$ cat src/rtl/run_detect_sched.sv
// Shared run-length detector: a round-robin arbiter picks one requesting channel per cycle,
// and a single engine advances that channel's saved (last bit, run length) context.
module run_detect_sched #(
  parameter int unsigned N_CH    = 4,
  parameter int unsigned RUN_LEN = 4
) (
  input  logic                    clk,
  input  logic                    reset,
  input  logic [N_CH-1:0]         req,
  input  logic [N_CH-1:0]         bit_in,
  input  logic [N_CH-1:0]         flush,
  output logic [N_CH-1:0]         gnt,
  output logic                    match_valid,
  output logic [$clog2(N_CH)-1:0] match_ch,
  output logic                    match_bit,
  output logic [15:0]             match_cnt
);

  localparam int unsigned    PtrW   = $clog2(N_CH);
  localparam logic [PtrW:0]  NchW   = (PtrW+1)'(N_CH);
  localparam logic [3:0]     RunMax = 4'(RUN_LEN);

  logic [PtrW-1:0]        ptr_q, ptr_d;
  logic [N_CH-1:0][3:0]   run_q, run_d;
  logic [N_CH-1:0]        last_q, last_d;
  logic                   match_valid_q, match_valid_d;
  logic [PtrW-1:0]        match_ch_q, match_ch_d;
  logic                   match_bit_q, match_bit_d;
  logic [15:0]            match_cnt_q, match_cnt_d;

  logic [N_CH-1:0]        elig;
  logic                   gnt_any;
  logic [PtrW-1:0]        gnt_idx;
  logic [PtrW:0]          scan_idx;
  logic [3:0]             cur_run;
  logic                   cur_last;
  logic                   cur_bit;
  logic [3:0]             new_run;
  logic                   hit;

  assign elig = req & ~flush & {N_CH{~reset}};

  // Scan from ptr upward with wrap; first eligible channel wins.
  always_comb begin
    gnt_any  = 1'b0;
    gnt_idx  = '0;
    scan_idx = '0;
    gnt      = '0;
    for (int i = 0; i < N_CH; i++) begin
      scan_idx = {1'b0, ptr_q} + (PtrW+1)'(i);
      if (scan_idx >= NchW) begin
        scan_idx = scan_idx - NchW;
      end
      if (!gnt_any && elig[scan_idx[PtrW-1:0]]) begin
        gnt_any = 1'b1;
        gnt_idx = scan_idx[PtrW-1:0];
      end
    end
    if (gnt_any) begin
      gnt[gnt_idx] = 1'b1;
    end
  end

  // Run engine for the granted channel; saturation compare precedes the increment.
  always_comb begin
    cur_run  = run_q[gnt_idx];
    cur_last = last_q[gnt_idx];
    cur_bit  = bit_in[gnt_idx];
    if (cur_run == 4'd0 || cur_bit != cur_last) begin
      new_run = 4'd1;
    end else if (cur_run >= RunMax) begin
      new_run = RunMax;
    end else begin
      new_run = cur_run + 4'd1;
    end
    hit = gnt_any && (new_run == RunMax);
  end

  always_comb begin
    run_d  = run_q;
    last_d = last_q;
    for (int i = 0; i < N_CH; i++) begin
      if (flush[i]) begin
        run_d[i]  = 4'd0;
        last_d[i] = 1'b0;
      end else if (gnt_any && gnt_idx == PtrW'(i)) begin
        run_d[i]  = new_run;
        last_d[i] = cur_bit;
      end
    end
  end

  always_comb begin
    ptr_d = ptr_q;
    if (gnt_any) begin
      ptr_d = (gnt_idx == PtrW'(N_CH - 1)) ? '0 : gnt_idx + 1'b1;
    end
    match_valid_d = hit;
    match_ch_d    = hit ? gnt_idx : match_ch_q;
    match_bit_d   = hit ? cur_bit : match_bit_q;
    match_cnt_d   = (hit && match_cnt_q != 16'hFFFF) ? match_cnt_q + 16'd1 : match_cnt_q;
  end

  always_ff @(posedge clk) begin
    if (reset) begin
      ptr_q         <= '0;
      run_q         <= '0;
      last_q        <= '0;
      match_valid_q <= 1'b0;
      match_ch_q    <= '0;
      match_bit_q   <= 1'b0;
      match_cnt_q   <= '0;
    end else begin
      ptr_q         <= ptr_d;
      run_q         <= run_d;
      last_q        <= last_d;
      match_valid_q <= match_valid_d;
      match_ch_q    <= match_ch_d;
      match_bit_q   <= match_bit_d;
      match_cnt_q   <= match_cnt_d;
    end
  end

  assign match_valid = match_valid_q;
  assign match_ch    = match_ch_q;
  assign match_bit   = match_bit_q;
  assign match_cnt   = match_cnt_q;

endmodule

$ cat config.mk
export PLATFORM = sky130hd
export DESIGN_NAME = run_detect_sched
export DESIGN_NICKNAME = d
export VERILOG_FILES = /design/src/rtl/run_detect_sched.sv
export SDC_FILE = /design/constraint.sdc
export NUM_CORES = 1
export LEC_CHECK = 0
export BUFFER_PORTS_ARGS = -buffer_cell sky130_fd_sc_hd__buf_2
export CORE_ASPECT_RATIO = 0.8
export CORE_UTILIZATION = 50
export DETAILED_ROUTE_END_ITERATION = 10
export HOLD_SLACK_MARGIN = 0.03
export MAX_ROUTING_LAYER = met4
export PLACE_DENSITY = 0.78
export REMOVE_ABC_BUFFERS = 1
export SLEW_MARGIN = 10
export SYNTH_ARGS = -nofsm -noshare
export SYNTH_HDL_FRONTEND = slang
export SYNTH_SLANG_ARGS = --single-unit
$ cat constraint.sdc
create_clock -name clk -period 3.95 [get_ports clk]
set_clock_uncertainty 0.05 [all_clocks]
set_input_delay 0.79 -clock clk [delete_from_list [all_inputs] [get_ports clk]]
set_output_delay 0.79 -clock clk [all_outputs]
set_load 0.02 [all_outputs]
* Yosys cells after proc, flatten, opt, wreduce, memory -nomap -nowiden
Cells that the tools add are included. Widths: inputs -> output; s select.
Cells by class: $add $sub $neg 10, reductions and logical operators 20, bitwise operators 4, eq/ne operators 6, order comparisons 11, muxes and demuxes 32, multipliers 0, shift operators 0, divide/modulo/power cells 0
Operators with widths (number):
- $mux 2 | 9
- $add 16x1->16 const B | 1
- $mux 4 | 4
- $ne 16x16->1 const B | 1
- $lt 2x3->1 const B | 5
- $bmux 1 s2 | 6
- $mux 1 | 11
- $logic_and 1x1->1 | 10
- $ge 3x3->1 const B | 3
- $and 4x4->4 | 2
- $bmux 4 s2 | 1
- $reduce_or 2->1 | 4
- $sub 2x1->2 const B | 4
- $add 2x2->3 const B | 2
- $add 4x1->4 const B | 1
- $eq 2x2->1 const B | 2
- $eq 4x3->1 const B | 1
- $ge 4x3->1 const B | 1
- $logic_not 4->1 | 1
- $not 4->4 | 1
- $add 2x1->3 const B | 1
- $ge 2x3->1 const B | 1
- $logic_not 1->1 | 3
- $add 2x1->2 const B | 1
- other kinds (7) | 7
Word-level totals: memory bits (writable) 0, memories kept 0, bits in latches 0, output and inout bits 24, bits in registers 42, logic and storage cells 96, memory bits (read-only) 0

* Depth between registers and ports, before layout
Gate-level depths: netlist of the first run.
depth in word-level cells 23, mapped depth 20, depth with buffers taken out 16

* Least setup slack after synthesis of the first run
OpenSTA, ideal clock, no wires.
kind in2reg, start input reset, end register match_cnt_q[14] (netlist: match_cnt[14]), stages 18, buffers on the path 4, arrival 3.905 ns, setup slack -0.126 ns, setup time 0.121 ns, cell sequence buf_4 and4bb_1 nor3_1 nor2_1 or3_4 buf_12 inv_6 mux2_4 ha_1 nor2b_1 nor3_1 mux2i_1 nand4_1 and2_1 buf_2 buf_6 nor3_1 mux2_2
On the way: word-level cells in the longest chain between the ends 22, elaborated cells between the ends (all ways) 40
Ends and longest elaborated chain:
- start, declared | RTL line 8 | input logic reset,
- $not 1->1 * | RTL line 41 | assign elig = req & ~flush & {N_CH{~reset}};
- $and 4x4->4 * | RTL line 41
- $bmux 1 s2 | RTL line 54 | if (!gnt_any && elig[scan_idx[PtrW-1:0]]) begin
- $mux 1 (implied by the code) | RTL line 54
- $mux 1 | RTL line 54
- $logic_not 1->1 | RTL line 54
- $logic_and 1x1->1 | RTL line 54
- $mux 1 | RTL line 54
- (+6 left out)
- net gnt_idx[0] | RTL line 33 | logic [PtrW-1:0] gnt_idx;
- $bmux 4 s2 (tied with other cells) | RTL line 66 | cur_run = run_q[gnt_idx];
- $mux 4 (implied by the code) (tied with other cells) | RTL line 66
- $add 4x1->4 (tied with other cells) | RTL line 74 | new_run = cur_run + 4'd1;
- $mux 4 or $logic_or 1x1->1 (tied branches) | RTL line 71, 69
- $mux 4 * | RTL line 69 | if (cur_run == 4'd0 || cur_bit != cur_last) begin
- $eq 4x3->1 * | RTL line 76 | hit = gnt_any && (new_run == RunMax);
- $logic_and 1x1->1 * | RTL line 76
- $logic_and 1x1->1 * | RTL line 101 | match_cnt_d = (hit && match_cnt_q != 16'hFFFF) ? match_cnt_q + 16'd1 : match_cnt_q;
- end signal, assigned | RTL line 120 | match_cnt_q <= match_cnt_d;
- end, declared | RTL line 29 | logic [15:0] match_cnt_q, match_cnt_d;
The timed path passes the listed nets; every way through them passes the cells marked *. The select of a mux whose other input is x is not followed. A chain may end at the register's enable or synchronous reset.

* Worst setup path in the final report of the first run
start input flush[1], end register match_cnt_q[5] (netlist: match_cnt[5])
On the way: word-level cells in the longest chain between the ends 23, elaborated cells between the ends (all ways) 41
Ends and longest elaborated chain:
- start, declared | RTL line 11 | input logic [N_CH-1:0] flush,
- $not 4->4 * | RTL line 41
- $and 4x4->4 * (2 in series) | RTL line 41
- $bmux 1 s2 | RTL line 54
- $mux 1 (implied by the code) | RTL line 54
- $mux 1 | RTL line 54
- $logic_not 1->1 | RTL line 54
- $logic_and 1x1->1 | RTL line 54
- $mux 1 | RTL line 54
- (+6 left out)
- net gnt_idx[0] | RTL line 33
- $bmux 4 s2 (tied with other cells) | RTL line 66
- $mux 4 (implied by the code) (tied with other cells) | RTL line 66
- $add 4x1->4 (tied with other cells) | RTL line 74
- $mux 4 or $logic_or 1x1->1 (tied branches) | RTL line 71, 69
- $mux 4 * | RTL line 69
- $eq 4x3->1 * | RTL line 76
- $logic_and 1x1->1 * | RTL line 76
- $logic_and 1x1->1 * | RTL line 101
Marked as above.

==> impl_metrics.py, run 1 <==
metrics = {
    "synth": {
        "synth_top_area_share_pct": 34.13,
        "dominantRegCellSynth": "dfxtp_1",
        "synth_seq_cells": 42,
        "synth-edff-count": 0,
        "avgSynthCellArea_um2": 8.862,
        "yosys_warnings": 0,
        "synth_area_leaders": "dfxtp_1 34%, mux2i_1 7.3%, nor2_1 3.7%",
        "ys_async_sr_fraction_pct": 0,
        "synthCells": 278,
        "syn_area_um2": 2464,
        "ys_seq_area_share_pct": 34.13,
        "synth_cell_types": 57,
        "synth_top_area_cell": "dfxtp_1",
    },
    "critical_path": {
        "worst_ep_arrival_time_ns": 3.97,
        "critPathLaunchType": "primary input",
        "worst-path-buf-inv": 3,
        "crit_path_top_delay_cell": "or3_4",
        "critPathTopFamily": "simple AND/OR/NAND/NOR gates",
        "cp-end-kind": "flip-flop",
        "crit_chain": "buf_2, nand2b_2, nand4b_1, a31oi_4, or3_4, inv_6, mux2_4, ha_1, nor2b_2, nor3_1, mux2i_1, nand4_1, and2_4, buf_6, nor3_1, mux2_2",
        "slowest_delay_ns": 0.44,
        "critPathMaxFanout": 18,
        "path_common_cell": "nor3_1",
        "required_ns": 4.08,
        "path_class": "primary input to flip-flop",
    },
    "detailed_routing": {
        "drcViolationCount": 0,
        "totalWireLength_mm": 6.639,
        "viasPerCell": 5.779,
        "vias": 2352,
        "post_drt_wl_per_cell_um": 16.31,
        "ant_nets": 0,
        "dr.pass1.iters": 4,
        "initialDrtViolationCount": 214,
    },
    "cells_and_area": {
        "area_growth_syn_to_layout_pct": 24.63,
        "drive_gt1_share_pct": 32.85,
        "antenna_cells": 0,
        "fin_cells": 407,
        "final_util_pct": 66.00,
        "nNetsFinal": 368,
    },
    "placed_design": {
        "routabilityCongestion": 0.8975,
        "dp_hpwl_mm": 5.014,
        "place_inst": 397,
        "portBuffers": 37,
    },
    "global_route": {
        "grt_use_met1_pct": 37.26,
        "grt_pass1_vias": 2197,
        "gr-total-overflow": 0,
        "use_met3_pct": 5.070,
        "grt_busiest_layer": "met2",
        "grt_util_met2_pct": 42.69,
        "grt_pass1_wl_mm": 10.76,
        "grt_max_degree": 19,
        "grt.total_usage_pct": 27.61,
        "antenna_found_initial": 0,
    },
    "clocking": {
        "cts_buffers": 5,
        "cts-htree-levels": 2,
        "root_buffer": "clkbuf_8",
        "clk_latency_ns": 0.29,
        "clk_path_buf_depth": 2,
        "cts.sinks": 42,
        "path_clk_slew_ns": 0.09,
        "cts_tree": "yes",
    },
    "die": {
        "io_pins": 38,
        "fp.dieH_um": 64.79,
        "initial_core_util_pct": 52.96,
        "rows": 22,
        "fp.dieW_um": 80.48,
        "core_area_um2": 4652,
        "die-area_um2": 5214,
    },
    "power_and_ir_drop": {
        "ir_drop_mv": 0.3137,
        "p_leak_uw": 0.001296,
        "power.density_nw_per_um2": 296.6,
    },
    "min_path": {
        "hold_class": "flip-flop to flip-flop",
    },
    "sta": {
        "setup_viol": 0,
        "timing.final.crit_share_pct": 97.20,
        "drv_slew": 0,
        "worst_pin_slew_ns": 0.9223,
        "max_freq_mhz": 260.5,
        "relSlewSlack_pct": 38.04,
        "tns_ns": 0,
        "timing_hold_violations_final": 0,
        "fin_crit_ns": 3.839,
    },
    "outcome": {
        "outcome": "finished, final reports clean",
    },
    "run": {
        "cap_violations": 0,
    },
}
==> per-layer routing <==
layer | up-vias | share of wire (%) | wire length (µm)
li1 | 1164 | - | -
met1 | 1101 | 47 | 3099
met2 | 78 | 46 | 3073
met3 | 9 | 6.3 | 415
met4 | 0 | 0.75 | 50
met5 | - | 0 | 0
==> cells in the final DEF, fill, tap and decap left out, types with 2 or more instances in the layout <==
cell,n
nand3_1,12
or3_4,2
buf_2,37
nand3b_1,2
nor2b_2,2
o21ai_0,7
nand2_1,20
and2_1,6
dfxtp_1,42
or3_1,3
a2111oi_0,6
mux2i_1,18
buf_12,2
nor2_1,24
nor3_1,15
and2_4,2
o311ai_0,3
a21oi_1,12
nor2b_1,5
or4_1,4
mux2_2,5
nor4b_1,2
inv_1,7
o41ai_1,4
xor2_1,4
buf_4,39
nand4b_1,2
nor4_2,2
and3_1,4
nand2b_1,3
nand4_1,5
ha_1,7
a31o_2,2
clkbuf_8,5
o31ai_1,3
==> Yosys cell counts (5+ instances only) <==
cell type	n
dfxtp_1	42
nor2_1	24
nand2_1	20
mux2i_1	18
nor3_1	16
a21oi_1	12
nand3_1	12
clkbuf_1	9
and2_1	8
o21ai_0	8
ha_1	7
inv_1	7
nor2b_1	7
a2111oi_0	6
mux2_2	5
nand4_1	5
==> registers in the layout, summed over array words and instances, names as in the netlist <==
name,count
run_q,16
last_q,4
ptr_q,2
match_cnt,16
match_ch,2
match_valid,1
match_bit,1
==> metrics by stage <==
stage                     total power, µW  area [µm²]  worst slack [ns]  hold slack, ns
after floorplan                     545.3        2355          -0.07838          0.3601
after global placement              630.4        2933           -0.1465          0.3691
after detailed placement            638.1        2933           -0.3383          0.3782
after CTS                           898.3        3015          0.009068          0.3898
after global routing                946.3        3070         -0.005520          0.3967
final                               910.6        3070            0.1106          0.3872
==> where the power goes <==
part           internal, µW  switching (µW)
Combinational          92.7             116
Clock                   121             145
Sequential              428            6.39
Total                   643             268
==> tightest hold or removal path: cells and delay by family (launching register included) <==
family,cells,cell delay [ns]
flops,1,0.32
simple gates,2,0.08
==> timing repair <==
| action | CTS | global route |
|---|---|---|
| resized for setup | 2 | 9 |
| pin swaps | 0 | 6 |
| buffers inserted | 0 | 3 |
| hold buffers | 0 | 0 |
| setup endpoints to repair | 4 | 14 |
==> cells by family after synthesis <==
family	Yosys count	synth area share [%]
AO/OA/AOI/OAI	53	16.81
AND/OR/NAND/NOR	121	27.22
XOR/XNOR	4	1.422
flip-flops	42	34.13
multiplexers	25	10.77
adder cells (fa/ha/maj)	7	3.555
buffers and inverters	26	6.095
==> final timing paths <==
| path | from | end | slack (ns) | cells after the start |
|---|---|---|---|---|
| max reg2reg | ptr_q[1] | match_cnt[5] | 0.36 | 15 |
| min reg2reg | run_q[15] | run_q[15] | 0.39 | 2 |
| max | flush[1] | match_cnt[5] | 0.11 | 16 |
| min | run_q[15] | run_q[15] | 0.39 | 2 |
==> final cells by class <==
type	count	area (µm²)
clock buffer	6	72.57
clock inverter	1	7.507
fill	377	1582
inverter	9	41.29
multi-input combinational	210	1504
sequential	42	840.8
tap	60	75.07
timing repair buffer	79	529.3
(Power assumes the default switching activity.)
==> run 2, diff against run 1 <==
--- a/config.mk
+++ b/config.mk
@@ -11,7 +11,7 @@
 export DETAILED_ROUTE_END_ITERATION = 10
 export HOLD_SLACK_MARGIN = 0.03
 export MAX_ROUTING_LAYER = met4
-export PLACE_DENSITY = 0.78
+export PLACE_DENSITY = 0.77
 export REMOVE_ABC_BUFFERS = 1
 export SLEW_MARGIN = 10
 export SYNTH_ARGS = -nofsm -noshare
==> impl_metrics.py, run 2 (synthesis gave the netlist of run 1 again) <==
metrics = {
    "global_route": {
        "grt_max_degree": 22,
        "grt.total_usage_pct": 26.56,
        "grt_pass1_vias": 2141,
        "gr-total-overflow": 0,
        "grt_pass1_wl_mm": 10.34,
        "antenna_found_initial": 0,
    },
    "clocking": {
        "root_buffer": "clkbuf_8",
        "cts.sinks": 42,
        "cts_buffers": 5,
        "path_clk_slew_ns": 0.08,
        "cts_tree": "yes",
        "clk_path_buf_depth": 2,
        "cts-htree-levels": 2,
        "clk_latency_ns": 0.30,
    },
    "detailed_routing": {
        "initialDrtViolationCount": 239,
        "ant_nets": 0,
        "post_drt_wl_per_cell_um": 15.59,
        "dr.pass1.iters": 5,
        "vias": 2354,
        "drcViolationCount": 0,
        "totalWireLength_mm": 6.284,
        "viasPerCell": 5.841,
    },
    "cells_and_area": {
        "area_growth_syn_to_layout_pct": 23.72,
        "fill_cells": 389,
        "antenna_cells": 0,
        "mostFrequentLayoutCells": "42 x dfxtp_1, 37 x buf_2, 35 x buf_4",
        "seq_area_um2": 840.8,
        "drive_gt1_share_pct": 31.78,
        "final_common_cell": "dfxtp_1",
        "final_area_um2": 3048,
        "multi_input_area_um2": 1503,
        "nNetsFinal": 363,
    },
    "die": {
        "core_area_um2": 4652,
        "initial_core_util_pct": 52.96,
        "io_pins": 38,
        "fp.dieW_um": 80.48,
        "die-area_um2": 5214,
        "fp.dieH_um": 64.79,
        "rows": 22,
    },
    "critical_path": {
        "path_class": "primary input to flip-flop",
        "cp-end-kind": "flip-flop",
        "required_ns": 4.07,
        "regToRegSetupSlack_ns": 0.38,
        "critPathLaunchType": "primary input",
        "critPathMaxFanout": 18,
        "worst_ep_arrival_time_ns": 3.95,
    },
    "power_and_ir_drop": {
        "p_leak_uw": 0.001282,
        "power.density_nw_per_um2": 317.3,
        "seqPwrFrac_pct": 44.9,
        "p_sw_share_pct": 27.67,
        "p_total_uw": 967.0,
        "p_switching_uw": 267.5,
        "power_frac_clock_pct": 34.8,
        "pwr-share-comb_pct": 20.3,
        "ir_drop_mv": 0.2485,
        "p_int_uw": 699.4,
    },
    "sta": {
        "fin_crit_ns": 3.836,
        "worst_pin_slew_ns": 0.8402,
        "drv_slew": 0,
        "timing.final.crit_share_pct": 97.10,
        "relSlewSlack_pct": 43.56,
        "worst_slack_ns": 0.1144,
        "setup_viol": 0,
        "max_freq_mhz": 260.7,
        "whs_ns": 0.3856,
        "timing_hold_violations_final": 0,
    },
    "placed_design": {
        "routabilityCongestion": 0.9452,
        "dp_hpwl_mm": 4.702,
        "dpl_worst_slack_ns": -0.2280,
        "detailed_place.area_um2": 2905,
        "portBuffers": 37,
    },
    "run": {
        "cap_violations": 0,
    },
    "outcome": {
        "outcome": "finished, final reports clean",
    },
    "min_path": {
        "hold_class": "flip-flop to flip-flop",
    },
}
## run 2: cell type report
cell class / count / area share, %
Tap cell: 60 / 2.463
Sequential cell: 42 / 27.59
Inverter: 9 / 1.355
Clock inverter: 3 / 1.314
Multi-Input combinational cell: 210 / 49.30
Timing Repair Buffer: 74 / 15.72
Clock buffer: 5 / 2.258
## run 2: final timing paths
| kind | cells after the start | to | from |
|---|---|---|---|
| worst max-delay path | 17 | match_cnt[3] | reset |
| worst min-delay path | 2 | run_q[15] | run_q[15] |
| worst max register to register | 17 | match_cnt[3] | ptr_q[1] |
| worst min register to register | 2 | run_q[15] | run_q[15] |
## run 2: power by group through the flow
stage | Clock (µW) | Combinational (µW) | Sequential, µW
final | 336 | 196 | 435
after global placement | 0 | 184 | 444
after CTS | 340 | 189 | 434
after detailed placement | 0 | 188 | 444
after floorplan | 0 | 103 | 442
after global routing | 360 | 210 | 435
## run 2: metrics by stage
step | std cells | setup TNS, ns | utilization [%]
final | 403 | 0 | 65.52
after detailed placement | 395 | -2.355 | 62.45
after global routing | 403 | -0.002621 | 65.52
after CTS | 403 | 0 | 64.79
after floorplan | 261 | -0.07838 | -
after global placement | 395 | -1.031 | 62.45
## run 2: per-layer routing
| layer | routed length [µm] | share of wire (%) | track usage, % |
|---|---|---|---|
| met2 | 2744 | 44 | 36.86 |
| met4 | 71 | 1.1 | 6.696 |
| met3 | 386 | 6.1 | 5.493 |
| met5 | 0 | 0 | - |
| met1 | 3082 | 49 | 38.88 |
## run 2: timing repair
action | 4_1_cts | 5_1_grt
resized for setup | 0 | 10
hold endpoints to repair | 0 | 0
hold buffers | 0 | 0
buffers inserted | 0 | 0
setup endpoints to repair | 0 | 14
## run 2: worst max-delay path: stages
cell      delay, ns
buf_2          0.14
buf_12         0.13
nor2_1         0.14
a31o_2         0.19
a31oi_2        0.04
or3_4          0.42
inv_6          0.07
mux2_4         0.32
ha_1           0.24
nor2b_4        0.15
nor3_1         0.06
mux2i_1        0.17
nand4_1        0.14
and2_4         0.20
buf_6          0.16
o311ai_0       0.44
o41ai_1        0.14
==> run 3, diff against run 2 <==
--- a/config.mk
+++ b/config.mk
@@ -11,7 +11,7 @@
 export DETAILED_ROUTE_END_ITERATION = 10
 export HOLD_SLACK_MARGIN = 0.03
 export MAX_ROUTING_LAYER = met4
-export PLACE_DENSITY = 0.77
+export PLACE_DENSITY_LB_ADDON = 0.3
 export REMOVE_ABC_BUFFERS = 1
 export SLEW_MARGIN = 10
 export SYNTH_ARGS = -nofsm -noshare
==> impl_metrics.py, run 3 (synthesis gave the netlist of run 1 again) <==
metrics = {
    "cells_and_area": {
        "fin_cells": 405,
        "nNetsFinal": 365,
        "seq_area_um2": 840.8,
        "mostFrequentLayoutCells": "42 x dfxtp_1, 38 x buf_4, 37 x buf_2",
        "fill_cells": 376,
        "final_util_pct": 66.22,
        "multi_input_area_um2": 1495,
        "antenna_cells": 0,
        "drive_gt1_share_pct": 31.88,
        "final_common_cell": "dfxtp_1",
        "area_growth_syn_to_layout_pct": 25.04,
        "final_area_um2": 3080,
    },
    "detailed_routing": {
        "dr.pass1.iters": 6,
        "viasPerCell": 5.958,
        "totalWireLength_mm": 6.468,
        "drcViolationCount": 0,
        "post_drt_wl_per_cell_um": 15.97,
        "ant_nets": 0,
        "vias": 2413,
        "initialDrtViolationCount": 224,
    },
    "sta": {
        "timing_hold_violations_final": 0,
        "worst_pin_slew_ns": 0.8736,
        "relSlewSlack_pct": 41.31,
        "max_freq_mhz": 259.8,
        "timing.final.crit_share_pct": 97.44,
        "setup_viol": 0,
        "worst_slack_ns": 0.1012,
        "drv_slew": 0,
        "fin_crit_ns": 3.849,
    },
    "die": {
        "core_area_um2": 4652,
        "die-area_um2": 5214,
        "fp.dieH_um": 64.79,
        "fp.dieW_um": 80.48,
        "io_pins": 38,
        "initial_core_util_pct": 52.96,
        "rows": 22,
    },
    "global_route": {
        "grt_busiest_layer": "met2",
        "grt_pass1_wl_mm": 10.52,
        "antenna_found_initial": 0,
        "use_met3_pct": 5.493,
        "grt.total_usage_pct": 27.12,
        "gr-total-overflow": 0,
        "grt_pass1_vias": 2183,
        "grt_util_met2_pct": 39.51,
        "grt_use_met1_pct": 37.60,
        "grt_max_degree": 19,
    },
    "power_and_ir_drop": {
        "p_total_uw": 1043,
        "ir_drop_mv": 0.2055,
        "p_leak_uw": 0.001298,
        "power.density_nw_per_um2": 338.6,
    },
    "critical_path": {
        "critPathMaxFanout": 18,
        "critPathTopFamily": "simple AND/OR/NAND/NOR gates",
        "r2r_cells": 16,
        "regToRegSetupSlack_ns": 0.34,
        "reg2reg_to": "match_cnt[10]",
        "crit_path_top_delay_cell": "or4_1",
        "cp-end-kind": "flip-flop",
        "worst_ep_arrival_time_ns": 4.03,
        "slowest_delay_ns": 0.47,
        "critPathLaunchType": "primary input",
        "required_ns": 4.13,
        "crit_chain": "buf_2, nand2b_4, or3_4, a31oi_4, or3_4, inv_6, buf_4, nand3_1, and2_1, inv_1, ha_2, nor2b_4, nor3_1, mux2i_1, nand4_1, and2_4, buf_4, or4_1, a21oi_1",
        "path_class": "primary input to flip-flop",
        "worst-path-buf-inv": 5,
        "r2r-start": "ptr_q[1]",
    },
    "placed_design": {
        "detailed_place.area_um2": 2905,
        "dpl_worst_slack_ns": -0.3460,
        "portBuffers": 37,
        "routabilityCongestion": 0.9016,
        "place_inst": 395,
        "dp_hpwl_mm": 4.835,
    },
    "clocking": {
        "cts.sinks": 42,
        "clk_latency_ns": 0.30,
        "root_buffer": "clkbuf_8",
        "clk_path_buf_depth": 2,
        "ctsHoldBuffers": 0,
        "cts-htree-levels": 2,
        "cts_buffers": 5,
        "cts_tree": "yes",
        "path_clk_slew_ns": 0.08,
    },
    "min_path": {
        "holdPathEnd": "run_q[7]",
        "hp-start": "run_q[7]",
        "hold_class": "flip-flop to flip-flop",
        "hold_path_depth": 2,
    },
    "outcome": {
        "outcome": "finished, final reports clean",
    },
    "run": {
        "cap_violations": 0,
    },
}
[run 3: report_power, final]
part           switching [µW]  internal [µW]  total (µW)
sequential               5.93            428         434
combinational             111           85.6         197
clock                     159            253         412
total                     276            767        1040
[run 3: per-stage QoR]
stage,hold slack (ns),setup TNS (ns)
CTS,0.3915,0
detailed placement,0.3771,-3.880
finish,0.3861,0
floorplan,0.3601,-0.07838
global placement,0.3697,-1.396
global route,0.4138,-0.001747
[run 3: final cells by class]
cell class                      instances  area share [%]
Tap cell                               60           2.437
Clock buffer                            5           2.234
Inverter                                9           1.340
Multi-Input combinational cell        210           48.54
Sequential cell                        42           27.29
Timing Repair Buffer                   76           15.92
Clock inverter                          3           2.234
[run 3: worst max-delay path by stage]
stage                     startpoint       endpoint  slack (ns)  depth (start not counted)
final                       flush[0]  match_cnt[10]        0.10                         19
after CTS                   flush[1]  match_cnt[10]        0.02                         16
after floorplan             flush[1]  match_cnt[13]       -0.08                         14
after global placement      flush[0]   match_cnt[6]       -0.16                         19
after global routing        flush[1]  match_cnt[10]      -0.002                         17
after detailed placement    flush[1]   match_cnt[5]       -0.35                         16
[run 3: timing repair]
action                                  4_1_cts  5_1_grt
resized for setup                             1        7
endpoints found under the setup margin        4       14
pin swaps                                     0        3
setup buffers                                 0        2
[run 3: metal layers]
layer	up-vias	share of wire [%]	routed length, µm
li1	1157	-	-
met1	1132	47	3045
met2	112	44	2842
met3	12	7.7	497
met4	0	1.3	82
met5	-	0	0
[run 3: worst register-to-register path, stage by stage (launching register included)]
cell and delay [ns]:
dfxtp_1 0.37, and4bb_1 0.26, nor3_1 0.15, nor2_1 0.09, or3_4 0.44, inv_6 0.07
mux2_4 0.33, inv_4 0.06, ha_1 0.13, nor2b_4 0.18, nor3_1 0.07, mux2i_1 0.19
nand4_1 0.15, and2_4 0.20, buf_4 0.20, or4_1 0.48, a21oi_1 0.16
